### config.mk
export PLATFORM = sky130hd
export DESIGN_NAME = vga_timing_gen
export DESIGN_NICKNAME = d
export VERILOG_FILES = /design/src/rtl/vga_timing_gen.sv
export SDC_FILE = /design/constraint.sdc
export NUM_CORES = 1
export LEC_CHECK = 0
export BUFFER_PORTS_ARGS = -buffer_cell sky130_fd_sc_hd__buf_2
export CAP_MARGIN = 15
export CELL_PAD_IN_SITES_DETAIL_PLACEMENT = 0
export CELL_PAD_IN_SITES_GLOBAL_PLACEMENT = 1
export CORE_AREA = 2 2 65 128
export DETAILED_ROUTE_END_ITERATION = 12
export DIE_AREA = 0 0 67 130
export PLACE_DENSITY_LB_ADDON = 0.1
export SLEW_MARGIN = 20
export SYNTH_ARGS = -nofsm -noshare
export SYNTH_HDL_FRONTEND = slang
export SYNTH_SLANG_ARGS = --single-unit
### constraint.sdc
create_clock -name clk -period 3.79 [get_ports clk]
set_clock_uncertainty 0.05 [all_clocks]
set_input_delay 0.1895 -clock clk [delete_from_list [all_inputs] [get_ports clk]]
set_output_delay 0.1895 -clock clk [all_outputs]
set_load 0.02 [all_outputs]
### src/rtl/vga_timing_gen.sv
// vga_timing_gen: generic VGA raster timing generator with a two-stage
// pixel pipeline (request stage A, output stage B) and built-in patterns.
module vga_timing_gen #(
    parameter int H_ACTIVE = 640,
    parameter int H_FP     = 16,
    parameter int H_SYNC   = 96,
    parameter int H_BP     = 48,
    parameter int V_ACTIVE = 480,
    parameter int V_FP     = 10,
    parameter int V_SYNC   = 2,
    parameter int V_BP     = 33,
    parameter bit H_POL    = 1'b0,
    parameter bit V_POL    = 1'b0,
    parameter int CLK_DIV  = 2,
    parameter int COLOR_W  = 3,
    parameter int X_W      = 10,
    parameter int Y_W      = 10
) (
    input  logic               clk,
    input  logic               rst,
    input  logic [1:0]         mode,
    input  logic [COLOR_W-1:0] pixelIn,
    output logic               reqValid,
    output logic [X_W-1:0]     reqX,
    output logic [Y_W-1:0]     reqY,
    output logic               hSync,
    output logic               vSync,
    output logic               de,
    output logic [COLOR_W-1:0] color,
    output logic               frameStart
);

    localparam int H_TOTAL = H_ACTIVE + H_FP + H_SYNC + H_BP;
    localparam int V_TOTAL = V_ACTIVE + V_FP + V_SYNC + V_BP;
    localparam int DIV_W   = (CLK_DIV > 1) ? $clog2(CLK_DIV) : 1;
    localparam int REP     = COLOR_W / 3;
    localparam int RUN_LEN = (H_ACTIVE >= 8) ? (H_ACTIVE / 8) : 1;

    localparam logic [DIV_W-1:0] DIV_LAST   = DIV_W'(CLK_DIV - 1);
    localparam logic [DIV_W-1:0] DIV_ONE    = DIV_W'(1);
    localparam logic [X_W-1:0]   X_ONE      = X_W'(1);
    localparam logic [Y_W-1:0]   Y_ONE      = Y_W'(1);
    localparam logic [X_W-1:0]   H_LAST     = X_W'(H_TOTAL - 1);
    localparam logic [X_W-1:0]   H_ACT_END  = X_W'(H_ACTIVE);
    localparam logic [X_W-1:0]   H_SYNC_BEG = X_W'(H_ACTIVE + H_FP);
    localparam logic [X_W-1:0]   H_SYNC_END = X_W'(H_ACTIVE + H_FP + H_SYNC);
    localparam logic [Y_W-1:0]   V_LAST     = Y_W'(V_TOTAL - 1);
    localparam logic [Y_W-1:0]   V_ACT_END  = Y_W'(V_ACTIVE);
    localparam logic [Y_W-1:0]   V_SYNC_BEG = Y_W'(V_ACTIVE + V_FP);
    localparam logic [Y_W-1:0]   V_SYNC_END = Y_W'(V_ACTIVE + V_FP + V_SYNC);
    localparam logic [X_W-1:0]   RUN_LAST   = X_W'(RUN_LEN - 1);

    logic [DIV_W-1:0]   divCnt_q, divCnt_d;
    logic [X_W-1:0]     hCnt_q, hCnt_d;
    logic [Y_W-1:0]     vCnt_q, vCnt_d;
    logic               reqValid_q, reqValid_d;
    logic [X_W-1:0]     reqX_q, reqX_d;
    logic [Y_W-1:0]     reqY_q, reqY_d;
    logic               hSyncA_q, hSyncA_d;
    logic               vSyncA_q, vSyncA_d;
    logic [2:0]         barCnt_q, barCnt_d;
    logic [X_W-1:0]     runCnt_q, runCnt_d;
    logic [1:0]         modeReg_q, modeReg_d;
    logic               hSync_q, hSync_d;
    logic               vSync_q, vSync_d;
    logic               de_q, de_d;
    logic [COLOR_W-1:0] color_q, color_d;
    logic               startPend_q, startPend_d;
    logic               frameStart_q, frameStart_d;

    logic               tick;
    logic               visA;
    logic               originA;
    logic               hInSync;
    logic               vInSync;
    logic [COLOR_W-1:0] src;

    assign tick    = (divCnt_q == DIV_LAST);
    assign visA    = (hCnt_q < H_ACT_END) && (vCnt_q < V_ACT_END);
    assign originA = (hCnt_q == '0) && (vCnt_q == '0);
    assign hInSync = (hCnt_q >= H_SYNC_BEG) && (hCnt_q < H_SYNC_END);
    assign vInSync = (vCnt_q >= V_SYNC_BEG) && (vCnt_q < V_SYNC_END);

    // Pixel-tick divider and raster counters; the line counter steps when the pixel counter wraps.
    always_comb begin
        divCnt_d = tick ? '0 : divCnt_q + DIV_ONE;
        hCnt_d   = hCnt_q;
        vCnt_d   = vCnt_q;
        if (tick) begin
            if (hCnt_q == H_LAST) begin
                hCnt_d = '0;
                vCnt_d = (vCnt_q == V_LAST) ? '0 : vCnt_q + Y_ONE;
            end else begin
                hCnt_d = hCnt_q + X_ONE;
            end
        end
    end

    // Stage A: request coordinates, raw syncs, bar position and the per-frame mode latch.
    always_comb begin
        reqValid_d  = reqValid_q;
        reqX_d      = reqX_q;
        reqY_d      = reqY_q;
        hSyncA_d    = hSyncA_q;
        vSyncA_d    = vSyncA_q;
        barCnt_d    = barCnt_q;
        runCnt_d    = runCnt_q;
        modeReg_d   = modeReg_q;
        startPend_d = tick && originA;
        if (tick) begin
            reqValid_d = visA;
            hSyncA_d   = hInSync ? H_POL : ~H_POL;
            vSyncA_d   = vInSync ? V_POL : ~V_POL;
            if (visA) begin
                reqX_d = hCnt_q;
                reqY_d = vCnt_q;
                if (hCnt_q == '0) begin
                    barCnt_d = 3'd0;
                    runCnt_d = '0;
                end else if (runCnt_q == RUN_LAST) begin
                    barCnt_d = barCnt_q + 3'd1;
                    runCnt_d = '0;
                end else begin
                    runCnt_d = runCnt_q + X_ONE;
                end
            end
            if (originA) begin
                modeReg_d = mode;
            end
        end
    end

    // Pixel source for the coordinate currently held in stage A.
    always_comb begin
        src = '0;
        unique case (modeReg_q)
            2'b00:   src = pixelIn;
            2'b01:   src = {{REP{barCnt_q[2]}}, {REP{barCnt_q[1]}}, {REP{barCnt_q[0]}}};
            2'b10:   src = (reqX_q[4] ^ reqY_q[4]) ? {COLOR_W{1'b1}} : {COLOR_W{1'b0}};
            default: src = {COLOR_W{1'b1}};
        endcase
    end

    // Stage B: pin-facing registers, colour forced to zero outside the visible area.
    always_comb begin
        hSync_d      = hSync_q;
        vSync_d      = vSync_q;
        de_d         = de_q;
        color_d      = color_q;
        frameStart_d = startPend_q;
        if (tick) begin
            hSync_d = hSyncA_q;
            vSync_d = vSyncA_q;
            de_d    = reqValid_q;
            color_d = reqValid_q ? src : '0;
        end
    end

    // All state registers share one asynchronous active-low reset.
    always_ff @(posedge clk or negedge rst) begin
        if (!rst) begin
            divCnt_q     <= '0;
            hCnt_q       <= '0;
            vCnt_q       <= '0;
            reqValid_q   <= 1'b0;
            reqX_q       <= '0;
            reqY_q       <= '0;
            hSyncA_q     <= ~H_POL;
            vSyncA_q     <= ~V_POL;
            barCnt_q     <= 3'd0;
            runCnt_q     <= '0;
            modeReg_q    <= 2'b00;
            hSync_q      <= ~H_POL;
            vSync_q      <= ~V_POL;
            de_q         <= 1'b0;
            color_q      <= '0;
            startPend_q  <= 1'b0;
            frameStart_q <= 1'b0;
        end else begin
            divCnt_q     <= divCnt_d;
            hCnt_q       <= hCnt_d;
            vCnt_q       <= vCnt_d;
            reqValid_q   <= reqValid_d;
            reqX_q       <= reqX_d;
            reqY_q       <= reqY_d;
            hSyncA_q     <= hSyncA_d;
            vSyncA_q     <= vSyncA_d;
            barCnt_q     <= barCnt_d;
            runCnt_q     <= runCnt_d;
            modeReg_q    <= modeReg_d;
            hSync_q      <= hSync_d;
            vSync_q      <= vSync_d;
            de_q         <= de_d;
            color_q      <= color_d;
            startPend_q  <= startPend_d;
            frameStart_q <= frameStart_d;
        end
    end

    assign reqValid   = reqValid_q;
    assign reqX       = reqX_q;
    assign reqY       = reqY_q;
    assign hSync      = hSync_q;
    assign vSync      = vSync_q;
    assign de         = de_q;
    assign color      = color_q;
    assign frameStart = frameStart_q;

endmodule

======== After elaboration in Yosys (flattened, before gate mapping) ========
Index checks and enable logic that the tools add are counted.
operators by class
  add/sub/neg operators ................... 5
  magnitude comparators ................... 6
  eq/ne operators ......................... 5
  multiplexer cells ....................... 12
  bitwise operators ....................... 1
  reduce and logical (&&, ||, !) cells .... 13
operators by type and width
  cell                                                                                   number
  10-bit 2-to-1 mux                                                                      4
  10-bit by 1-bit adder with 10-bit output (second input constant)                       3
  10-bit == test (second input constant)                                                 2
  10-bit logical NOT                                                                     2
  10-bit less-than comparator (second input constant)                                    2
  10-bit by 9-bit less-than comparator with 1-bit output (second input constant)         2
  3-bit 2-to-1 mux                                                                       4
  10-bit by 7-bit == test with 1-bit output (second input constant)                      1
  10-bit greater-or-equal comparator (second input constant)                             1
  10-bit by 9-bit greater-or-equal comparator with 1-bit output (second input constant)  1
  3-bit one-hot mux with 3 select lines                                                  1
  2-bit AND reduction                                                                    3
  1-bit logical AND                                                                      5
  3-bit by 1-bit adder with 3-bit output (second input constant)                         1
  1-bit 2-to-1 mux                                                                       3
  3-bit AND reduction                                                                    1
  2-bit by 1-bit == test with 1-bit output (second input constant)                       1
  2-bit == test (second input constant)                                                  1
  2-bit logical NOT                                                                      1
  2-bit nonzero test                                                                     1
  1-bit adder (second input constant)                                                    1
  1-bit XOR                                                                              1
storage, ports and cells
  flip-flop bits (word level) ............. 67
  bits of input ports ..................... 7
  output and inout bits ................... 28

======== Depth between registers and ports, before layout ========
Gate-level depths: netlist of run 1.
  depth in word-level cells ............... 4
  mapped depth ............................ 7
  mapped depth without buffers ............ 6

======== Worst setup path before layout of run 1 ========
No wires, ideal clock.
  path type ............................... reg-to-reg
  start point ............................. reg hCnt_q[0]
  end point ............................... reg barCnt_q[0]
  library setup time ...................... 0.125 ns
  data arrival time ....................... 1.553 ns
  path slack .............................. 2.062 ns
  cell stages (with the launch flop) ...... 7
  clock period less this slack ............ 1.728 ns
  cell sequence ........................... dfrtp_1 -> inv_1 -> ha_1 -> nor4b_4 -> nand3_2 -> a21oi_1 -> mux2_2
on the way
  cells in the longest elaborated chain, start to end .. 3
  elaborated cells between the ends (all ways) .. 6
  classes of those cells .................. 1 x order compare; 1 x mux; 4 x reduce/logical
RTL lines
  what                                                               line     text
  from (decl)                                                        54       logic [X_W-1:0] hCnt_q, hCnt_d;
  from (signal assigned)                                             181      hCnt_q <= hCnt_d;
  10-bit less-than comparator or 10-bit logical NOT (tied branches)  79, 117
  1-bit logical AND or 2-bit nonzero test (tied branches)            --
  3-bit AND reduction (no line)                                      --
  to (signal assigned)                                               188      barCnt_q <= barCnt_d;
  to (decl)                                                          61       logic [2:0] barCnt_q, barCnt_d;
Several ways; a longest one is shown, not always the timed one.
A chain may end at the register's enable or synchronous reset.

======== Worst setup path after layout of run 1 ========
  start point ............................. reg vCnt_q[5]
  end point ............................... reg runCnt_q[8]
on the way
  cells in the longest elaborated chain, start to end .. 3
RTL lines
  what                                                    line  text
  from (decl)                                             55    logic [Y_W-1:0] vCnt_q, vCnt_d;
  from (signal assigned)                                  182   vCnt_q <= vCnt_d;
  10-bit by 9-bit less-than comparator with 1-bit output  79    assign visA = (hCnt_q < H_ACT_END) && (vCnt_q < V_ACT_END);
  1-bit logical AND                                       79
  2-bit AND reduction (no line)                           --
  to (signal assigned)                                    189   runCnt_q <= runCnt_d;
  to (decl)                                               62    logic [X_W-1:0] runCnt_q, runCnt_d;
Every way passes these cells.

==> flow_summary.json, run 1 <==
{
  "status": "completed",
  "die_h_um": 130,
  "seq_power_share_pct": 43.9,
  "p_switching_mw": 0.312,
  "final_cell_count_no_fill": 470,
  "grt-ovfl-total": 0,
  "synth_ff_type": "dfrtp_1",
  "synthArstFlopShare_pct": 100,
  "wl_per_cell_um": 15.5,
  "cp_slowest_cell": "and3_1",
  "cts_tree": "built",
  "worstPathCellList": "nand4_1, and3_1, nand3_2, o31ai_1",
  "p_per_area_nw_per_um2": 422,
  "ioPinCount": 35,
  "yosysSeqAreaShare_pct": 50.1,
  "synthCells": 339,
  "final.fill_count": 787,
  "syn_nets": 352,
  "clkLatencyLatePin_ns": 0.33,
  "slowest_delay_ns": 0.70,
  "portBuffers": 34,
  "antenna_found_initial": 0,
  "syn-mean-instance-area_um2": 9.90,
  "crit_type": "reg -> reg",
  "wl_mm": 7.30,
  "start_util_pct": 42.9,
  "tightestPinTransition_ns": 0.735,
  "internal_power_mw": 1.34,
  "hpwl_mm": 5.33,
  "cts_sinks": 67,
  "final_cell_mix": "dfrtp_1 (63), nand2_1 (59), buf_2 (34), o21ai_0 (17)",
  "dp.cells": 453,
  "critPathRequiredTime_ns": 3.98,
  "row_count": 46,
  "vias": 2554,
  "worstPathArrival_ns": 2.31,
  "grt_pass1_wl_mm": 12.1,
  "routed_via_density": 5.43,
  "drc": 0,
  "grt_pass1_vias": 2475,
  "synth_top_cells_by_area": "dfrtp_1 (47%), nand2_1 (6.6%), dfstp_2 (3.1%)",
  "setup_violations": 0,
  "cts_made_buffers": 9,
  "cpLargestDelayFamily": "simple AND/OR/NAND/NOR gates",
  "synth_seq_cells": 67,
  "n_antenna_cell": 0,
  "switching_share_pct": 18.9,
  "max_slew_margin_pct": 51.0,
  "die-area_um2": 8710,
  "coreArea_um2": 7830,
  "crit_path_max_fanout": 18,
  "end_kind": "flip-flop",
  "drt_iter0_drc": 96,
  "regArea_um2": 1680,
  "cap_violations": 0,
  "final_common_cell": "dfrtp_1",
  "drt_pass1_iterations": 4,
  "p_leak_nw": 1.77,
  "syn_area_um2": 3360,
  "area_delta_synth_final_pct": 16.3,
  "synth_top_area_cell": "dfrtp_1",
  "multi_input_area_um2": 1520,
  "gp_congestion": 0.768,
  "slew_viol_final": 0,
  "synth_cell_type_count": 55,
  "grt_setup_unrepaired": "false",
  "netlist.area_leader.share_pct": 47.0,
  "clk_pin_slew_ns": 0.05,
  "track_usage_pct": 18.9,
  "cp-start-kind": "flip-flop",
  "grt_max_degree": 24,
  "root_buffer": "clkbuf_16",
  "peakVddDrop_uv": 270,
  "drive_gt1_share_pct": 20.9,
  "pwr-share-comb_pct": 1.7,
  "timing.fmax_ghz": 0.470,
  "hold_violations": 0,
  "setup_tns_ns": 0,
  "worstPathBufferInverterCount": 0,
  "min_path_type": "in -> reg",
  "yosys_warnings": 0,
  "post-route-min-period_ns": 2.13,
  "post_cts_buffers": 0,
  "htreeDepth": 3,
  "nNetsFinal": 382,
  "antenna_left": 0,
  "die_w_um": 67,
  "clockBufferDepth": 2,
  "fin_crit_sh_pct": 56.1,
  "synth-edff-count": 0,
  "pwr-share-clk_pct": 54.4
}
[through the flow]
step / instance area (um2) / hold slack [ns] / setup slack [ns] / power (mW) / util [%]
after floorplan: 3360 / -0.156 / 2.06 / 0.741 / -
after global placement: 3570 / 0.136 / 1.77 / 0.763 / 45.6
after detailed placement: 3570 / 0.142 / 1.65 / 0.764 / 45.6
after CTS: 3900 / 0.0359 / 1.64 / 1.67 / 49.9
after global routing: 3900 / 0.0387 / 1.50 / 1.70 / 49.9
final: 3900 / 0.0382 / 1.66 / 1.65 / 49.9
[metal layers]
| metal | vias up | wire (um) | track usage [%] |
|---|---|---|---|
| met1 | 1243 | 3240 | 23.7 |
| met4 | 0 | 139 | 8.52 |
| met3 | 8 | 230 | 4.22 |
| met2 | 40 | 3690 | 30.5 |
| li1 | 1263 | - | - |
| met5 | - | 0 | 0 |
[final timing paths]
path | from | depth (start not counted) | slack [ns] | end
max in group asynchronous | rst | 3 | 2.61 | hSync
min in group asynchronous | rst | 2 | 0.31 | vCnt_q[4]
hold reg to reg | frameStart_d | 0 | 0.30 | frameStart
setup / recovery | vCnt_q[5] | 4 | 1.66 | runCnt_q[8]
setup reg to reg | vCnt_q[5] | 4 | 1.66 | runCnt_q[8]
hold / removal | mode[1] | 2 | 0.04 | modeReg_q[1]
[final cells by class]
class | count | area share [%]
flip-flops and latches | 67 | 43.1
multi-input cells | 240 | 38.9
clock buffers | 11 | 6.47
repair buffers | 39 | 5.38
well taps | 96 | 3.08
clock inverters | 5 | 1.92
inverters | 12 | 1.15
[power groups by stage]
stage               clock, mW  combinational, mW  sequential (mW)
floorplan                   0            0.00430            0.737
global route            0.947             0.0327            0.722
CTS                     0.918             0.0300            0.722
finish                  0.896             0.0285            0.722
detailed placement          0             0.0291            0.734
global placement            0             0.0285            0.734
[flip-flops by register name (all words and copies together), names as in the netlist, 2 cells and up]
| signal | count |
|---|---|
| hCnt_q | 10 |
| color | 3 |
| runCnt_q | 10 |
| modeReg_q | 2 |
| barCnt_q | 3 |
| reqY | 10 |
| reqX | 10 |
| vCnt_q | 10 |
[cells in the mapped netlist, types with 5 or more instances]
cell type,instances
or3_1,8
nor2_1,15
a31oi_1,8
nand3_1,15
xnor2_1,5
xor2_1,5
o31ai_1,5
dfrtp_1,63
buf_2,11
nand2_1,59
nand4_1,10
a21oi_1,10
ha_1,6
inv_1,11
o21ai_0,17
and3_1,9
[kinds of logic after synthesis]
logic type | count (synthesis) | synth area share (%)
multiplexers | 9 | 2.91
AO/OA/AOI/OAI | 59 | 11.1
XOR/XNOR | 10 | 2.61
flip-flops | 67 | 50.1
buffers and inverters | 32 | 4.66
adder cells (fa/ha/maj) | 6 | 2.24
AND/OR/NAND/NOR | 156 | 26.4
[timing repair]
item / in CTS / in global routing
hold endpoints to repair: 21 / 0
hold buffers: 1 / 0
gates resized for setup: 0 / 0
Power figures use the tool's default switching activity.
==> inputs of run 2 (changes only) <==
- CORE_AREA: 2 2 65 128 -> 2 2 67 133
- DIE_AREA: 0 0 67 130 -> 0 0 69 135
- clock period: 3.79 -> 1.71 ns (I/O delays scaled with it)
==> flow_summary.json, run 2 (synthesized netlist as in run 1, its figures left out) <==
{
  "cap_violations": 0,
  "grt_use_met1_pct": 22.9,
  "final_common_cell": "buf_4",
  "cts_sinks": 67,
  "ff2ff_path_depth": 4,
  "dpl-instance-area_um2": 4000,
  "ioPinCount": 35,
  "timing.fmax_ghz": 0.579,
  "grt_use_met3_pct": 3.51,
  "grt_max_degree": 68,
  "vias": 2853,
  "clk_pin_slew_ns": 0.06,
  "hpwl_mm": 6.44,
  "slowest_delay_ns": 0.46,
  "antenna_left": 0,
  "cp-start-kind": "flip-flop",
  "peakVddDrop_uv": 458,
  "fin_ws_ns": -0.0163,
  "setup_tns_ns": -0.0163,
  "post-route-util_pct": 56.1,
  "r2r_start": "hCnt_q[7]",
  "clockBufferDepth": 2,
  "drt_iter0_drc": 156,
  "drc": 0,
  "post-place-ws_ns": -0.0752,
  "final_cell_mix": "buf_4 (64), nand2_1 (59), dfrtp_1 (59), buf_2 (34), o21ai_0 (16)",
  "crit_type": "reg -> reg",
  "cp_slowest_cell": "dfrtp_1",
  "grt-busiest-layer": "met2",
  "wl_mm": 8.93,
  "drt_pass1_iterations": 4,
  "grt_setup_unrepaired": "true",
  "die_h_um": 135,
  "row_count": 47,
  "coreArea_um2": 8230,
  "crit_path_max_fanout": 5,
  "htreeDepth": 3,
  "status": "finished with violations",
  "start_util_pct": 40.8,
  "final_cell_count_no_fill": 540,
  "tightestPinTransition_ns": 0.440,
  "track_usage_pct": 20.4,
  "hp-start": "pixelIn[2]",
  "grt_pass1_vias": 2938,
  "grt_pass1_wl_mm": 14.8,
  "portBuffers": 34,
  "endpoint": "barCnt_q[0]",
  "die_w_um": 69,
  "worstPathBufferInverterCount": 0,
  "worst_r2r_endpoint": "barCnt_q[0]",
  "critPathRequiredTime_ns": 1.88,
  "clkLatencyLatePin_ns": 0.33,
  "wl_per_cell_um": 16.5,
  "grt-ovfl-total": 0,
  "post-route-min-period_ns": 1.73,
  "reg2reg_slack_ns": -0.02,
  "violations": "negative setup slack",
  "cpLargestDelayFamily": "simple AND/OR/NAND/NOR gates",
  "use_met2_pct": 37.1,
  "n_antenna_cell": 0,
  "end_kind": "flip-flop",
  "max_slew_margin_pct": 70.6,
  "path_depth": 4,
  "root_buffer": "clkbuf_16",
  "fin_crit_sh_pct": 101,
  "design_power_total_mw": 3.50,
  "fin_hold_ws_ns": 0.196,
  "cts_made_buffers": 9,
  "slew_viol_final": 0,
  "setup_violations": 1,
  "area_delta_synth_final_pct": 37.7,
  "nNetsFinal": 450,
  "p_per_area_nw_per_um2": 758,
  "final.fill_count": 750,
  "die-area_um2": 9320,
  "worstPathArrival_ns": 1.89,
  "drive_gt1_share_pct": 38.5,
  "worstPathCellList": "nor2_1, nand3_4, a21oi_2, mux2_4",
  "final_area_um2": 4620,
  "min_path_type": "in -> reg",
  "startpoint": "hCnt_q[7]",
  "gp_congestion": 0.843,
  "p_leak_nw": 2.11,
  "hold_violations": 0,
  "dp.cells": 509,
  "cts_tree": "built",
  "antenna_found_initial": 0,
  "routed_via_density": 5.28
}
[run 2: changes by cell type in the layout (fill, tap and decap cells not counted), moves of 4 or more]
cell	delta
buf_4	+60
a21oi_1	-4
and3_1	-4
and3_4	+4
buf_6	+4
dfrtp_1	-4
dfrtp_2	+4
nand3_4	+4
[run 2: where the power goes]
group | switching [mW] | internal, mW
registers | 0.00583 | 1.59
logic | 0.0457 | 0.0255
clock network | 0.668 | 1.17
[run 2: worst min-delay path: cells and delay by family]
family / cells / cell delay [ns]
compound gates: 2 / 0.26
buf+inv: 1 / 0.07
simple gates: 1 / 0.12
[run 2: worst min-delay path by stage]
stage / slack (ns) / end / cells after the start
3_3_place_gp: 0.09 / color[1] / 2
5_1_grt: 0.23 / color[2] / 4
2_1_floorplan: -0.26 / barCnt_q[0] / 0
6_report: 0.20 / color[2] / 4
4_1_cts: 0.19 / color[2] / 4
3_5_place_dp: 0.08 / color[1] / 2
[run 2: timing repair]
action                                  CTS  global route
endpoints found under the setup margin   11            33
buffers inserted                          8             5
pin swaps                                 5            14
endpoints found under the hold margin    65             0
hold buffers                              3             0
gates cloned                              0             0
resized for setup                        10            39
[run 2: final cells by class]
| type | instances | area, um2 | share of cell area [%] |
|---|---|---|---|
| well taps | 98 | 123 | 2.65 |
| clock buffers | 12 | 246 | 5.33 |
| repair buffers | 107 | 766 | 16.6 |
| multi-input cells | 240 | 1710 | 36.9 |
| inverters | 12 | 45.0 | 0.975 |
| flip-flops and latches | 67 | 1690 | 36.5 |
| clock inverters | 4 | 50.0 | 1.08 |
[run 2: routing by layer]
layer / vias up / share of wire [%]
li1: 1402 / -
met1: 1377 / 39
met2: 56 / 56
met3: 18 / 2.5
met4: 0 / 2.6
met5: - / 0
==> inputs of run 3 (changes only) <==
- CAP_MARGIN: 15 -> 30
- MAX_ROUTING_LAYER: unset -> met4
- SKIP_CTS_REPAIR_TIMING: unset -> 1
==> flow_summary.json, run 3 (synthesized netlist as in run 1, its figures left out) <==
{
  "max_slew_margin_pct": 74.8,
  "dpl-instance-area_um2": 4000,
  "grt_max_degree": 68,
  "crit_path_max_fanout": 6,
  "nNetsFinal": 440,
  "hpwl_mm": 6.44,
  "p_leak_nw": 2.07,
  "post-place-ws_ns": -0.0752,
  "grt_pass1_wl_mm": 14.5,
  "routed_via_density": 5.27,
  "cp_slowest_cell": "dfrtp_1",
  "min_path_type": "in -> reg",
  "drive_gt1_share_pct": 36.8,
  "worstPathArrival_ns": 1.89,
  "grt-ovfl-total": 0,
  "clkLatencyLatePin_ns": 0.33,
  "slowest_delay_ns": 0.40,
  "p_per_area_nw_per_um2": 777,
  "worstPathCellList": "inv_2, ha_4, nor4b_4, nand3_4, a21oi_4, mux2_4",
  "end_kind": "flip-flop",
  "post-route-min-period_ns": 1.72,
  "clockBufferDepth": 2,
  "cts_made_buffers": 9,
  "cpLargestDelayFamily": "simple AND/OR/NAND/NOR gates",
  "drt_pass1_iterations": 4,
  "violations": "negative setup slack",
  "status": "finished with violations",
  "area_delta_synth_final_pct": 34.8,
  "setup_violations": 1,
  "drc": 0,
  "drt_iter0_drc": 185,
  "die-area_um2": 9320,
  "hold_violations": 0,
  "vias": 2795,
  "die_w_um": 69,
  "crit_type": "reg -> reg",
  "cap_violations": 0,
  "antenna_found_initial": 0,
  "fin_crit_sh_pct": 101,
  "n_antenna_cell": 0,
  "tightestPinTransition_ns": 0.376,
  "grt_pass1_vias": 2859,
  "ioPinCount": 35,
  "final_cell_mix": "nand2_1 (59), dfrtp_1 (59), buf_4 (56), buf_2 (34), o21ai_0 (16)",
  "clk_pin_slew_ns": 0.06,
  "timing.fmax_ghz": 0.581,
  "htreeDepth": 3,
  "peakVddDrop_uv": 457,
  "fin_ws_ns": -0.0112,
  "worstPathBufferInverterCount": 1,
  "slew_viol_final": 0,
  "wl_per_cell_um": 16.6,
  "gp_congestion": 0.856,
  "cts_tree": "built",
  "final_area_um2": 4530,
  "coreArea_um2": 8230,
  "grt_setup_unrepaired": "true",
  "cts_sinks": 67,
  "die_h_um": 135,
  "wl_mm": 8.81,
  "row_count": 47,
  "root_buffer": "clkbuf_16",
  "antenna_left": 0,
  "cp-start-kind": "flip-flop",
  "critPathRequiredTime_ns": 1.88,
  "portBuffers": 34,
  "track_usage_pct": 20.5,
  "start_util_pct": 40.8
}
==> run 3: cell types whose count changed in the layout (fill, tap and decap cells not counted), sizes merged <==
cell,change
buf,-10
==> run 3: worst register-to-register path: stages, from the launching register on <==
cell,delay (ns)
dfrtp_1,0.40
inv_2,0.09
ha_4,0.14
nor4b_4,0.27
nand3_4,0.17
a21oi_4,0.18
mux2_4,0.31
==> run 3: final cells by class <==
| type | instances | area [um2] |
|---|---|---|
| fillers | 762 | 3710 |
| multi-input cells | 240 | 1690 |
| flip-flops and latches | 67 | 1690 |
| repair buffers | 97 | 683 |
| clock buffers | 12 | 246 |
| well taps | 98 | 123 |
| clock inverters | 4 | 50.0 |
| inverters | 12 | 45.0 |
==> run 3: per-stage QoR <==
stage	utilization [%]	cells	setup TNS, ns	total power, mW	hold slack, ns
floorplan	-	339	0	1.64	-0.260
global placement	48.6	509	-0.0996	1.69	0.0895
detailed placement	48.6	509	-0.310	1.69	0.0843
CTS	52.2	525	-0.517	3.54	-0.267
global route	55.0	530	-0.627	3.63	0.243
finish	55.0	530	-0.0112	3.52	0.194
==> run 3: worst paths after layout <==
path / from / end / slack, ns / cells after the start
setup / recovery: hCnt_q[1] / barCnt_q[0] / -0.01 / 6
hold / removal: pixelIn[2] / color[2] / 0.19 / 4
setup reg to reg: hCnt_q[1] / barCnt_q[0] / -0.01 / 6
hold reg to reg: frameStart_d / frameStart / 0.31 / 0
max in group asynchronous: rst / vSync / 1.02 / 3
min in group asynchronous: rst / color[1] / 0.25 / 3
==> run 3: per-layer routing <==
layer	part of all wire, %	GRT usage [%]	vias up
li1	-	-	1377
met1	39	22.6	1360
met2	56	36.2	45
met3	2.5	3.51	13
met4	2.1	8.82	0
met5	0	-	-
==> run 3: where the power goes <==
part	switching, mW	internal (mW)
clock	0.680	1.17
combinational	0.0458	0.0255
sequential	0.00583	1.59
total	0.731	2.79
